File: config.mk
export PLATFORM = sky130hd
export DESIGN_NAME = triangle_dispatcher_flat
export DESIGN_NICKNAME = d
export VERILOG_FILES = /design/src/rtl/triangle_dispatcher_if.sv /design/src/rtl/triangle_dispatcher.sv /design/src/flat_wrapper.sv
export SDC_FILE = /design/constraint.sdc
export NUM_CORES = 1
export LEC_CHECK = 0
export BUFFER_PORTS_ARGS = -buffer_cell sky130_fd_sc_hd__buf_2
export CAP_MARGIN = 20
export CORE_UTILIZATION = 45
export CTS_BUF_LIST = sky130_fd_sc_hd__clkbuf_16
export DETAILED_ROUTE_END_ITERATION = 10
export MAX_ROUTING_LAYER = met4
export PLACE_DENSITY = 0.71
export SYNTH_ARGS = -nofsm -noshare
export SYNTH_HDL_FRONTEND = slang
export SYNTH_SLANG_ARGS = --single-unit
File: constraint.sdc
create_clock -name clk -period 3.51 [get_ports clk]
set_input_delay 0.5265 -clock clk [delete_from_list [all_inputs] [get_ports clk]]
set_output_delay 0.5265 -clock clk [all_outputs]
set_load 0.05 [all_outputs]
File: src/rtl/triangle_dispatcher_if.sv
// Dispatcher memory and front-end bundle.
// Ports grouped here:
//   idx_addr/idx_data    index-buffer read port. idx_data = {i2,i1,i0}, valid one cycle after the address.
//   vtx_addr/vtx_data    vertex-memory read port. vtx_data = {z,y,x}, valid one cycle after the address.
//   fe_ready             the rasterizer front end is idle and accepting.
//   fe_v0/fe_v1/fe_v2    triangle vertices. Element [0]=x, [1]=y, [2]=z.
//   fe_triangle_dv       one-cycle triangle-valid pulse.
// master = dispatcher side, slave = memory/front-end side.
interface triangle_dispatcher_if #(
    parameter int unsigned DATAWIDTH = 12,
    parameter int unsigned IDX_AW    = 10,
    parameter int unsigned VTX_AW    = 10
);
    logic [IDX_AW-1:0]               idx_addr;
    logic [3*VTX_AW-1:0]             idx_data;
    logic [VTX_AW-1:0]               vtx_addr;
    logic [3*DATAWIDTH-1:0]          vtx_data;
    logic                            fe_ready;
    logic [2:0][DATAWIDTH-1:0]       fe_v0;
    logic [2:0][DATAWIDTH-1:0]       fe_v1;
    logic [2:0][DATAWIDTH-1:0]       fe_v2;
    logic                            fe_triangle_dv;

    modport master (
        output idx_addr, vtx_addr, fe_v0, fe_v1, fe_v2, fe_triangle_dv,
        input  idx_data, vtx_data, fe_ready
    );

    modport slave (
        input  idx_addr, vtx_addr, fe_v0, fe_v1, fe_v2, fe_triangle_dv,
        output idx_data, vtx_data, fe_ready
    );
endinterface

File: src/rtl/triangle_dispatcher.sv
// triangle_dispatcher: walks an index buffer, fetches three vertices per triangle
// and hands each triangle to the rasterizer front end. There is one start/done
// handshake per draw call.
// Ports:
//   clk, rstn (synchronous, active-low)
//   start, num_triangles, num_vertices   draw-call request. Sampled when idle.
//   busy, done, err_index, tri_issued    draw status.
//   stall_cycles                         count of WAIT_FE cycles with fe_ready low.
//   bus (triangle_dispatcher_if.master)  memory read ports and front-end handshake.
// Optional feature: define DISPATCH_PERF_EN to build the stall counter.
// Without it, stall_cycles is tied to zero.
module triangle_dispatcher #(
    parameter int unsigned DATAWIDTH = 12,
    parameter int unsigned IDX_AW    = 10,
    parameter int unsigned VTX_AW    = 10
) (
    input  logic                   clk,
    input  logic                   rstn,
    input  logic                   start,
    input  logic [IDX_AW-1:0]      num_triangles,
    input  logic [VTX_AW-1:0]      num_vertices,
    output logic                   busy,
    output logic                   done,
    output logic                   err_index,
    output logic [IDX_AW-1:0]      tri_issued,
    output logic [15:0]            stall_cycles,
    triangle_dispatcher_if.master  bus
);

    typedef enum logic [3:0] {
        S_IDLE, S_FETCH_IDX, S_IDX_RDY, S_VA0, S_VA1, S_VA2,
        S_VCAP, S_WAIT_FE, S_SEND, S_GUARD, S_DONE
    } state_t;

    state_t                    state_q, state_d;
    logic [IDX_AW-1:0]         nt_q, nt_d;
    logic [VTX_AW-1:0]         nv_q, nv_d;
    logic [IDX_AW-1:0]         tri_ptr_q, tri_ptr_d;
    logic [IDX_AW-1:0]         tri_issued_q, tri_issued_d;
    logic                      err_q, err_d;
    logic [VTX_AW-1:0]         idx1_q, idx1_d, idx2_q, idx2_d;
    logic [IDX_AW-1:0]         idx_addr_q, idx_addr_d;
    logic [VTX_AW-1:0]         vtx_addr_q, vtx_addr_d;
    logic [2:0][DATAWIDTH-1:0] v0_q, v0_d, v1_q, v1_d, v2_q, v2_d;
    logic                      busy_q, busy_d, done_q, done_d, dv_q, dv_d;
    logic [2:0][VTX_AW-1:0]    idx_in;
    logic                      idx_bad;

    assign idx_in  = bus.idx_data;
    assign idx_bad = (idx_in[0] >= nv_q) || (idx_in[1] >= nv_q) || (idx_in[2] >= nv_q);

    // State and output registers
    always_ff @(posedge clk) begin
        if (!rstn) begin
            state_q      <= S_IDLE;
            nt_q         <= '0;
            nv_q         <= '0;
            tri_ptr_q    <= '0;
            tri_issued_q <= '0;
            err_q        <= 1'b0;
            idx1_q       <= '0;
            idx2_q       <= '0;
            idx_addr_q   <= '0;
            vtx_addr_q   <= '0;
            v0_q         <= '0;
            v1_q         <= '0;
            v2_q         <= '0;
            busy_q       <= 1'b0;
            done_q       <= 1'b0;
            dv_q         <= 1'b0;
        end else begin
            state_q      <= state_d;
            nt_q         <= nt_d;
            nv_q         <= nv_d;
            tri_ptr_q    <= tri_ptr_d;
            tri_issued_q <= tri_issued_d;
            err_q        <= err_d;
            idx1_q       <= idx1_d;
            idx2_q       <= idx2_d;
            idx_addr_q   <= idx_addr_d;
            vtx_addr_q   <= vtx_addr_d;
            v0_q         <= v0_d;
            v1_q         <= v1_d;
            v2_q         <= v2_d;
            busy_q       <= busy_d;
            done_q       <= done_d;
            dv_q         <= dv_d;
        end
    end

    // Next state and next register values
    always_comb begin
        state_d      = state_q;
        nt_d         = nt_q;
        nv_d         = nv_q;
        tri_ptr_d    = tri_ptr_q;
        tri_issued_d = tri_issued_q;
        err_d        = err_q;
        idx1_d       = idx1_q;
        idx2_d       = idx2_q;
        idx_addr_d   = idx_addr_q;
        vtx_addr_d   = vtx_addr_q;
        v0_d         = v0_q;
        v1_d         = v1_q;
        v2_d         = v2_q;

        case (state_q)
            S_IDLE: begin
                if (start) begin
                    nt_d         = num_triangles;
                    nv_d         = num_vertices;
                    tri_ptr_d    = '0;
                    tri_issued_d = '0;
                    err_d        = 1'b0;
                    // An empty draw passes through the GUARD dead cycle, so its
                    // done pulse lands two cycles after start.
                    state_d      = (num_triangles == '0) ? S_GUARD : S_FETCH_IDX;
                end
            end
            S_FETCH_IDX: state_d = S_IDX_RDY;
            S_IDX_RDY: begin
                idx1_d = idx_in[1];
                idx2_d = idx_in[2];
                if (idx_bad) begin
                    err_d     = 1'b1;
                    tri_ptr_d = tri_ptr_q + IDX_AW'(1);
                    state_d   = S_GUARD;
                end else begin
                    vtx_addr_d = idx_in[0];
                    state_d    = S_VA0;
                end
            end
            S_VA0: begin
                vtx_addr_d = idx1_q;
                state_d    = S_VA1;
            end
            S_VA1: begin
                vtx_addr_d = idx2_q;
                v0_d       = bus.vtx_data;
                state_d    = S_VA2;
            end
            S_VA2: begin
                v1_d    = bus.vtx_data;
                state_d = S_VCAP;
            end
            S_VCAP: begin
                v2_d    = bus.vtx_data;
                state_d = S_WAIT_FE;
            end
            S_WAIT_FE: if (bus.fe_ready) state_d = S_SEND;
            S_SEND: begin
                tri_issued_d = tri_issued_q + IDX_AW'(1);
                tri_ptr_d    = tri_ptr_q + IDX_AW'(1);
                state_d      = S_GUARD;
            end
            S_GUARD: state_d = (tri_ptr_q == nt_q) ? S_DONE : S_FETCH_IDX;
            S_DONE:  state_d = S_IDLE;
            default: state_d = S_IDLE;
        endcase

        // The index address must be valid during the FETCH_IDX cycle itself.
        if (state_d == S_FETCH_IDX) idx_addr_d = tri_ptr_d;

        busy_d = (state_d != S_IDLE);
        done_d = (state_d == S_DONE);
        dv_d   = (state_d == S_SEND);
    end

`ifdef DISPATCH_PERF_EN
    logic [15:0] stall_q, stall_d;

    // Saturating count of front-end back-pressure cycles
    always_comb begin
        stall_d = stall_q;
        if (state_q == S_IDLE && start)
            stall_d = '0;
        else if (state_q == S_WAIT_FE && !bus.fe_ready && stall_q != 16'hFFFF)
            stall_d = stall_q + 16'd1;
    end

    always_ff @(posedge clk) begin
        if (!rstn) stall_q <= '0;
        else       stall_q <= stall_d;
    end

    assign stall_cycles = stall_q;
`else
    assign stall_cycles = 16'h0000;
`endif

    assign busy               = busy_q;
    assign done               = done_q;
    assign err_index          = err_q;
    assign tri_issued         = tri_issued_q;
    assign bus.idx_addr       = idx_addr_q;
    assign bus.vtx_addr       = vtx_addr_q;
    assign bus.fe_v0          = v0_q;
    assign bus.fe_v1          = v1_q;
    assign bus.fe_v2          = v2_q;
    assign bus.fe_triangle_dv = dv_q;

endmodule

File: src/flat_wrapper.sv
// flat-port wrapper written by rule: the top's interface ports become plain ports
module triangle_dispatcher_flat 
#(
    parameter int unsigned DATAWIDTH = 12,
    parameter int unsigned IDX_AW    = 10,
    parameter int unsigned VTX_AW    = 10
)
  (clk, rstn, start, num_triangles, num_vertices, busy, done, err_index, tri_issued, stall_cycles, bus_idx_addr, bus_vtx_addr, bus_fe_v0, bus_fe_v1, bus_fe_v2, bus_fe_triangle_dv, bus_idx_data, bus_vtx_data, bus_fe_ready);
  triangle_dispatcher_if #(.DATAWIDTH(DATAWIDTH), .IDX_AW(IDX_AW), .VTX_AW(VTX_AW)) bus_i ();
  input  logic clk;
  input  logic rstn;
  input  logic start;
  input  logic [IDX_AW-1:0] num_triangles;
  input  logic [VTX_AW-1:0] num_vertices;
  output logic busy;
  output logic done;
  output logic err_index;
  output logic [IDX_AW-1:0] tri_issued;
  output logic [15:0] stall_cycles;
  output wire logic [$bits(bus_i.idx_addr)-1:0] bus_idx_addr;
  output wire logic [$bits(bus_i.vtx_addr)-1:0] bus_vtx_addr;
  output wire logic [$bits(bus_i.fe_v0)-1:0] bus_fe_v0;
  output wire logic [$bits(bus_i.fe_v1)-1:0] bus_fe_v1;
  output wire logic [$bits(bus_i.fe_v2)-1:0] bus_fe_v2;
  output wire logic [$bits(bus_i.fe_triangle_dv)-1:0] bus_fe_triangle_dv;
  input wire logic [$bits(bus_i.idx_data)-1:0] bus_idx_data;
  input wire logic [$bits(bus_i.vtx_data)-1:0] bus_vtx_data;
  input wire logic [$bits(bus_i.fe_ready)-1:0] bus_fe_ready;
  assign bus_idx_addr = bus_i.idx_addr;
  assign bus_vtx_addr = bus_i.vtx_addr;
  assign bus_fe_v0 = bus_i.fe_v0;
  assign bus_fe_v1 = bus_i.fe_v1;
  assign bus_fe_v2 = bus_i.fe_v2;
  assign bus_fe_triangle_dv = bus_i.fe_triangle_dv;
  assign bus_i.idx_data = bus_idx_data;
  assign bus_i.vtx_data = bus_vtx_data;
  assign bus_i.fe_ready = bus_fe_ready;
  triangle_dispatcher #(.DATAWIDTH(DATAWIDTH), .IDX_AW(IDX_AW), .VTX_AW(VTX_AW)) u_core (.clk(clk), .rstn(rstn), .start(start), .num_triangles(num_triangles), .num_vertices(num_vertices), .busy(busy), .done(done), .err_index(err_index), .tri_issued(tri_issued), .stall_cycles(stall_cycles), .bus(bus_i));
endmodule
### Word-level counts from Yosys, hierarchy flattened

Index checks and enable logic that the tools add are counted.

* output and inout port bits: 158
* input port bits: 90
* bits in writable memories: 0
* register bits after elaboration: 196
* memories: 0
* bits in latches: 0
* word-level logic and storage cells: 71
* memory bits (read-only): 0

* reductions and logical operators: 12
* $lt $le $gt $ge: 3
* shift operators: 0
* multipliers: 0
* mux-type cells: 16
* bitwise logic cells: 0
* $add $sub $neg: 2
* divide/modulo/power cells: 0
* eq/ne operators: 16

Operators with widths (number)
* $pmux W10 S3: 2
* $mux W10: 4
* $pmux W4 S10: 1
* $ge A10 B10 Y1: 3
* $add A10 B1 Y10 const B: 2
* $mux W4: 5
* $pmux W10 S2: 1
* $eq A4 B3 Y1 const B: 4
* $eq A4 B4 Y1 const B: 4
* $eq A10 B10 Y1: 1
* $logic_not A10 Y1: 1
* $eq A4 B1 Y1 const B: 2
* $eq A4 B2 Y1 const B: 2
* $reduce_and A2 Y1: 3
* $logic_not A4 Y1: 1
* $ne A2 B2 Y1 const B: 2
* $reduce_bool A2 Y1: 2
* $reduce_bool A4 Y1: 1
* $reduce_and A3 Y1: 1
* $reduce_bool A3 Y1: 1
* $logic_or A1 B1 Y1: 2
* $mux W1: 2
* $ne A2 B1 Y1 const B: 1
* $pmux W1 S2: 1

### Longest topological paths before layout

Gate-level depths: netlist (run 1).

* depth in word-level cells: 6
* depth in mapped cells: 10
* depth with buffers taken out: 9

### Worst setup path before layout (run 1)

Ideal clock, no wire load.

* path type: input to register
* from: input port bus_idx_data[9]
* to: register u_core.vtx_addr_q[0], in the netlist u_core.bus.vtx_addr[0]
* stages: 8
* path buffers: 1
* path slack: 1.126 ns
* data arrival time: 2.263 ns
* path through: ha_1 > a222oi_1 > nor4b_2 > o31a_1 > o311a_1 > a311oi_1 > buf_2 > o311a_1

* word-level cells in the longest chain between the ends: 5

Ends and longest elaborated chain
* from (decl): RTL line flat_wrapper.sv:26 `input wire logic [$bits(bus_i.idx_data)-1:0] bus_idx_data;`
* $ge A10 B10 Y1: RTL line triangle_dispatcher.sv:50 `assign idx_bad = (idx_in[0] >= nv_q) || (idx_in[1] >= nv_q) || (idx_in[2] >= nv_q);`
* $logic_or A1 B1 Y1 (2 in series): RTL line triangle_dispatcher.sv:50
* $ne A2 B2 Y1 (no line)
* $reduce_and A2 Y1 (no line)
* to (signal assigned): RTL line triangle_dispatcher.sv:81 `vtx_addr_q <= vtx_addr_d;`
* to (decl): RTL line triangle_dispatcher.sv:43 `logic [VTX_AW-1:0] vtx_addr_q, vtx_addr_d;`

Every way passes these cells.
A chain may end at the register's enable or synchronous reset.

### Final worst setup path (run 1)

* from: register u_core.nv_q[9]
* to: register u_core.tri_ptr_q[0]

* word-level cells in the longest chain between the ends: 5
* elaborated cells on any way between the ends: 7
* classes of those cells: 3 x order compare; 2 x mux; 2 x reduce/logical

Ends and longest elaborated chain
* from (decl): RTL line triangle_dispatcher.sv:37 `logic [VTX_AW-1:0] nv_q, nv_d;`
* from (signal assigned): RTL line triangle_dispatcher.sv:74 `nv_q <= nv_d;`
* $ge A10 B10 Y1: RTL line triangle_dispatcher.sv:50
* $logic_or A1 B1 Y1: RTL line triangle_dispatcher.sv:50
* $logic_or A1 B1 Y1 (*): RTL line triangle_dispatcher.sv:50
* $mux W10 (*): RTL line triangle_dispatcher.sv:124 `if (idx_bad) begin`
* $pmux W10 S3 (*): RTL line triangle_dispatcher.sv:107 `case (state_q)`
* to (signal assigned): RTL line triangle_dispatcher.sv:75 `tri_ptr_q <= tri_ptr_d;`
* to (decl): RTL line triangle_dispatcher.sv:38 `logic [IDX_AW-1:0] tri_ptr_q, tri_ptr_d;`

Mark *: on every way between the ends. The rest lies on a longest branch, timed or not.

==> impl_metrics.yaml, run 1 <==
routing:
  firstDrtPassIters: 8
  via_count: 7917
  avgViaCountPerCell: 5.274
  routed_wl_mm: 23.57
  drtIter0Drc: 522
  wire_per_inst_um: 15.70
  ant_nets: 0
  drc: 46
clock_tree:
  cts.sinks: 196
  path_clk_slew_ns: 0.08
  clkLatencyLatePin_ns: 0.43
  clk_path_buf_depth: 2
  cts_setup_buffers: 0
  cts.root.buffer_cell: "clkbuf_16"
  htree_levels: 4
  cts-hold-fix-buffers: 0
  tritoncts: "done"
  cts-resized-gates: 0
  cts_made_buffers: 17
synthesis:
  synth_fa_ha_area_frac: 0.04780
  yosysWarningCount: 0
  async_flop_share: 0
  synth_edf_count: 0
  synthFlopType: "dfxtp_1"
  ys_seq_elements: 196
  synth-compound-area-share: 0.1988
  yosys.area_share.simple: 0.2157
  synth_cell_types: 59
  avgSynthCellArea_sq_um: 7.925
  synth_xor_area_frac: 0.01359
  syn_area_sq_um: 8377
  seq_area_frac_synth: 0.4684
  synth_mux_area_frac: 0
  synth_cells: 1057
  synth_top_family_by_area: "simple AND/OR/NAND/NOR gates"
place:
  io_buffers: 231
  placed_area_sq_um: 9663
  gp_congestion: 0.9273
  dp_hpwl_mm: 16.69
  dp_cells: 1467
  place_ws_ns: 0.4511
pwr:
  p_per_area_nw_per_um2: 520.5
  fin_total_pwr_mw: 5.358
  p_leak_nw: 4.367
  peakVddDrop_v: 0.0003565
critical_path:
  rrSetupSlack_ns: 0.67
  startpoint_type: "flop"
  cp.required_ns: 3.85
  path_max_fanout: 12
  worstSetupEndpointType: "flop"
  critPathArrivalTime_ns: 3.18
  r2r_cells: 9
  path_class: "flop to flop"
timing:
  final_hold_viol_count: 0
  layout_setup_ws_ns: 0.6708
  clock.fmax_mhz: 352.2
  tns_ns: 0
  worst_pin_slew_ns: 0.8039
  setup_violations: 0
  skew_ns: 0.01478
  rsz0062_at_grt: "false"
  fin_crit_ns: 2.839
  max_slew_margin: 0.4641
  finalMaxSlewViolations: 0
  min_period_over_period: 0.8089
final_layout:
  final_common_cell: "nand2_1"
  layout_common_cells: "339 x nand2_1, 231 x buf_2, 196 x dfxtp_1"
  final_cells: 1501
  layout.nets: 1380
  syn2layout_area_growth_pct: 22.90
  drive_above_1_share: 0.2313
  final_area_sq_um: 10290
worst_hold_path:
  hold_depth: 3
  hold_path_class: "input pin to flop"
floorplan:
  ios: 248
  dieArea_sq_um: 19160
  die_x_um: 138.4
  row_count: 49
  core_sq_um: 18090
  die_y_um: 138.4
  initial_core_util: 0.4632
run:
  cap_violations: 0
global_route:
  grt_overflow_total: 0
  grt_max_degree: 63
  antenna_found_initial: 1
  track_usage: 0.2526
  grt_pass1_vias: 7493
  grt_pass1_wl_mm: 37.80
status:
  status: "complete, but fails checks"
  failed_checks: "design-rule violations"
layout make-up:
cell class              instances  area (sq um)
clock buffers                  17         425.4
repair buffers                249          1304
well taps                     229         286.5
clock inverters                15         196.4
inverters                      20         77.57
fillers                      1743          7791
flip-flops and latches        196          3924
multi-input cells             774          4079
diodes                          1         2.502
synth_stat cells (all sizes together) (10+ instances only):
cell / instances / area share
dfxtp: 196 / 0.47
o21ai: 24 / 0.014
o21bai: 11 / 0.0099
ha: 32 / 0.048
o211ai: 10 / 0.0090
o311a: 11 / 0.013
a21oi: 178 / 0.11
nand3: 21 / 0.013
nor2: 26 / 0.012
nand2: 339 / 0.15
clkbuf: 53 / 0.024
xnor2: 10 / 0.010
inv: 19 / 0.0085
buf: 29 / 0.023
critical path, cell delays in order, from the launching register on:
cell      delay, ns
dfxtp_1        0.34
inv_1          0.11
ha_1           0.31
a222oi_1       0.32
nor4b_2        0.25
o31a_1         0.17
o311a_1        0.24
and4_1         0.51
nor2_1         0.23
a211oi_1       0.28
registers in the layout, indices dropped and copies added (netlist names), 4 cells and up:
name                 flops
u_core.bus.fe_v0        36
u_core.tri_ptr_q        10
u_core.bus.fe_v1        36
u_core.bus.vtx_addr     10
u_core.nt_q             10
u_core.nv_q             10
u_core.idx1_q           10
u_core.bus.fe_v2        36
u_core.idx2_q           10
u_core.tri_issued       10
u_core.state_q           4
u_core.bus.idx_addr     10
routing by layer:
metal / track usage / routed length, um
met1: 0.3097 / 10470
met2: 0.4122 / 11070
met3: 0.03949 / 1346
met4: 0.1088 / 681
met5: - / 0
final timing paths:
| kind | start | end |
|---|---|---|
| max reg2reg | u_core.nv_q[9] | u_core.tri_ptr_q[0] |
| max | u_core.nv_q[9] | u_core.tri_ptr_q[0] |
| min reg2reg | u_core.bus.fe_v1[20] | u_core.bus.fe_v1[20] |
| min | num_vertices[6] | u_core.nv_q[6] |
where the power goes:
group | internal [mW] | switching [mW]
Sequential | 2.31 | 0.0739
Combinational | 0.294 | 0.673
Clock | 0.989 | 1.01
Total | 3.60 | 1.76
metrics by stage:
stage	hold slack (ns)	util
2_1_floorplan	0.4360	-
3_3_place_gp	0.4389	0.5343
3_5_place_dp	0.4431	0.5343
4_1_cts	0.3171	0.5687
5_1_grt	0.3189	0.5692
6_report	0.3324	0.5692
kinds of logic (layout without fill, tap and decap cells):
logic type               after synthesis  in the layout
AO/OA/AOI/OAI                        280            280
XOR/XNOR                              13             13
adder cells (fa/ha/maj)               32             32
buffers and inverters                102            301
flip-flops                           196            196
other                                  1             17
AND/OR/NAND/NOR                      433            433
Note: power is estimated with default switching activity, not from simulation.
==> run 2, diff against run 1 <==
==> constraint.sdc (replaced) <==
create_clock -name clk -period 2.9 [get_ports clk]
set_input_delay 0.435 -clock clk [delete_from_list [all_inputs] [get_ports clk]]
set_output_delay 0.435 -clock clk [all_outputs]
set_load 0.05 [all_outputs]
==> run 2 against run 1 <==
Net effect: the flow still finishes with violations (design-rule violations); global-route usage grew 0.43 points; critical path type unchanged; critical endpoint is now u_core.bus.idx_addr[8]; sequential power grew 21%; via count grew 0.63%; flip-flop and latch count is the same; final cell count grew 0.33%.
==> impl_metrics.yaml, run 2 (synthesis gave the netlist of run 1 again) <==
status:
  status: "complete, but fails checks"
  failed_checks: "design-rule violations"
floorplan:
  dieArea_sq_um: 19160
  initial_core_util: 0.4632
  core_sq_um: 18090
  row_count: 49
  die_x_um: 138.4
  die_y_um: 138.4
  ios: 248
routing:
  via_count: 7967
  routed_wl_mm: 23.86
  drtIter0Drc: 564
  firstDrtPassIters: 8
  ant_nets: 0
  drc: 46
  wire_per_inst_um: 15.84
  avgViaCountPerCell: 5.290
final_layout:
  final_common_cell: "nand2_1"
  layout_common_cells: "339 x nand2_1, 231 x buf_2, 196 x dfxtp_1"
  fill_cells: 1747
  drive_above_1_share: 0.2349
  layout.nets: 1386
  n_antenna_cell: 0
  utilization: 0.5714
  syn2layout_area_growth_pct: 23.38
  final_cells: 1506
critical_path:
  timing.rr.start: "u_core.nv_q[9]"
  r2r_cells: 9
  r2r-end: "u_core.bus.idx_addr[8]"
  path_class: "flop to flop"
  worstSetupEndpointType: "flop"
  rrSetupSlack_ns: 0.23
  path_max_fanout: 7
  startpoint_type: "flop"
  cp.required_ns: 3.24
  critPathArrivalTime_ns: 3.01
global_route:
  met3_usage: 0.04572
  grt_max_degree: 62
  track_usage: 0.2569
  met1_usage: 0.3135
  use_met2: 0.4178
  grt_pass1_vias: 7385
  grt_overflow_total: 0
  antenna_found_initial: 0
  grt_pass1_wl_mm: 38.12
  top_usage_layer: "met2"
clock_tree:
  cts_made_buffers: 17
  htree_levels: 4
  cts.root.buffer_cell: "clkbuf_16"
  cts-hold-fix-buffers: 0
  clk_path_buf_depth: 2
  tritoncts: "done"
  cts-resized-gates: 0
  path_clk_slew_ns: 0.08
  clkLatencyLatePin_ns: 0.44
  cts_setup_buffers: 0
  cts.sinks: 196
timing:
  setup_violations: 0
  max_slew_margin: 0.5132
  finalMaxSlewViolations: 0
  skew_ns: 0.01475
  min_period_over_period: 0.9191
  tns_ns: 0
  rsz0062_at_grt: "false"
  worst_pin_slew_ns: 0.7275
  clock.fmax_mhz: 375.2
  fin_crit_ns: 2.665
  layout_setup_ws_ns: 0.2345
  final_hold_viol_count: 0
place:
  io_buffers: 231
  dp_cells: 1474
  gp_congestion: 0.9129
  dp_hpwl_mm: 16.91
  place_ws_ns: 0.1265
worst_hold_path:
  hold_depth: 3
  min_to: "u_core.nv_q[0]"
  min-delay-start: "num_vertices[0]"
  hold_path_class: "input pin to flop"
pwr:
  peakVddDrop_v: 0.0004329
  p_leak_nw: 4.394
  fin_total_pwr_mw: 6.487
  p_per_area_nw_per_um2: 627.6
run:
  cap_violations: 0
## run 2: per-stage QoR
step                      cell area, sq um  hold WS (ns)
after floorplan                       8433        0.4360
after global routing                 10330        0.2295
after CTS                            10330        0.2228
after detailed placement              9716        0.4435
final                                10330        0.2312
after global placement                9716        0.4388
## run 2: area by class of cell
class / count / area (sq um) / share of cell area
tap: 229 / 286.5 / 0.02772
clock inverter: 15 / 193.9 / 0.01877
inverter: 20 / 77.57 / 0.007506
multi-input combinational: 774 / 4079 / 0.3947
clock buffer: 17 / 425.4 / 0.04116
sequential: 196 / 3924 / 0.3797
timing repair buffer: 255 / 1349 / 0.1305
## run 2: how the worst max path moves through the flow
stage | from | to
after global placement | bus_idx_data[9] | u_core.bus.idx_addr[8]
after floorplan | bus_idx_data[9] | u_core.bus.vtx_addr[0]
after global routing | u_core.nv_q[9] | u_core.done
after CTS | u_core.nv_q[9] | u_core.bus.idx_addr[8]
after detailed placement | bus_idx_data[9] | u_core.bus.idx_addr[8]
final | u_core.nv_q[9] | u_core.bus.idx_addr[8]
## run 2: layer usage
| metal | share of wire | wire length (um) |
|---|---|---|
| met5 | 0 | 0 |
| met3 | 0.054 | 1287 |
| met4 | 0.032 | 754 |
| met1 | 0.44 | 10500 |
| met2 | 0.47 | 11320 |
## run 2: where the power goes
part / total, mW / leakage [nW] / switching [mW] / internal, mW
clock: 2.40 / 0.298 / 1.22 / 1.19
combinational: 1.19 / 2.51 / 0.828 / 0.364
sequential: 2.89 / 1.58 / 0.0914 / 2.80
total: 6.49 / 4.39 / 2.14 / 4.35
## run 2: critical path: stages, from the launching register on
cell and delay [ns]:
dfxtp_1 0.38, inv_1 0.10, ha_1 0.29, a222oi_1 0.30
nor4b_2 0.25, o31a_1 0.17, o311a_1 0.23, and4_1 0.38
nor2_1 0.18, o31ai_1 0.29
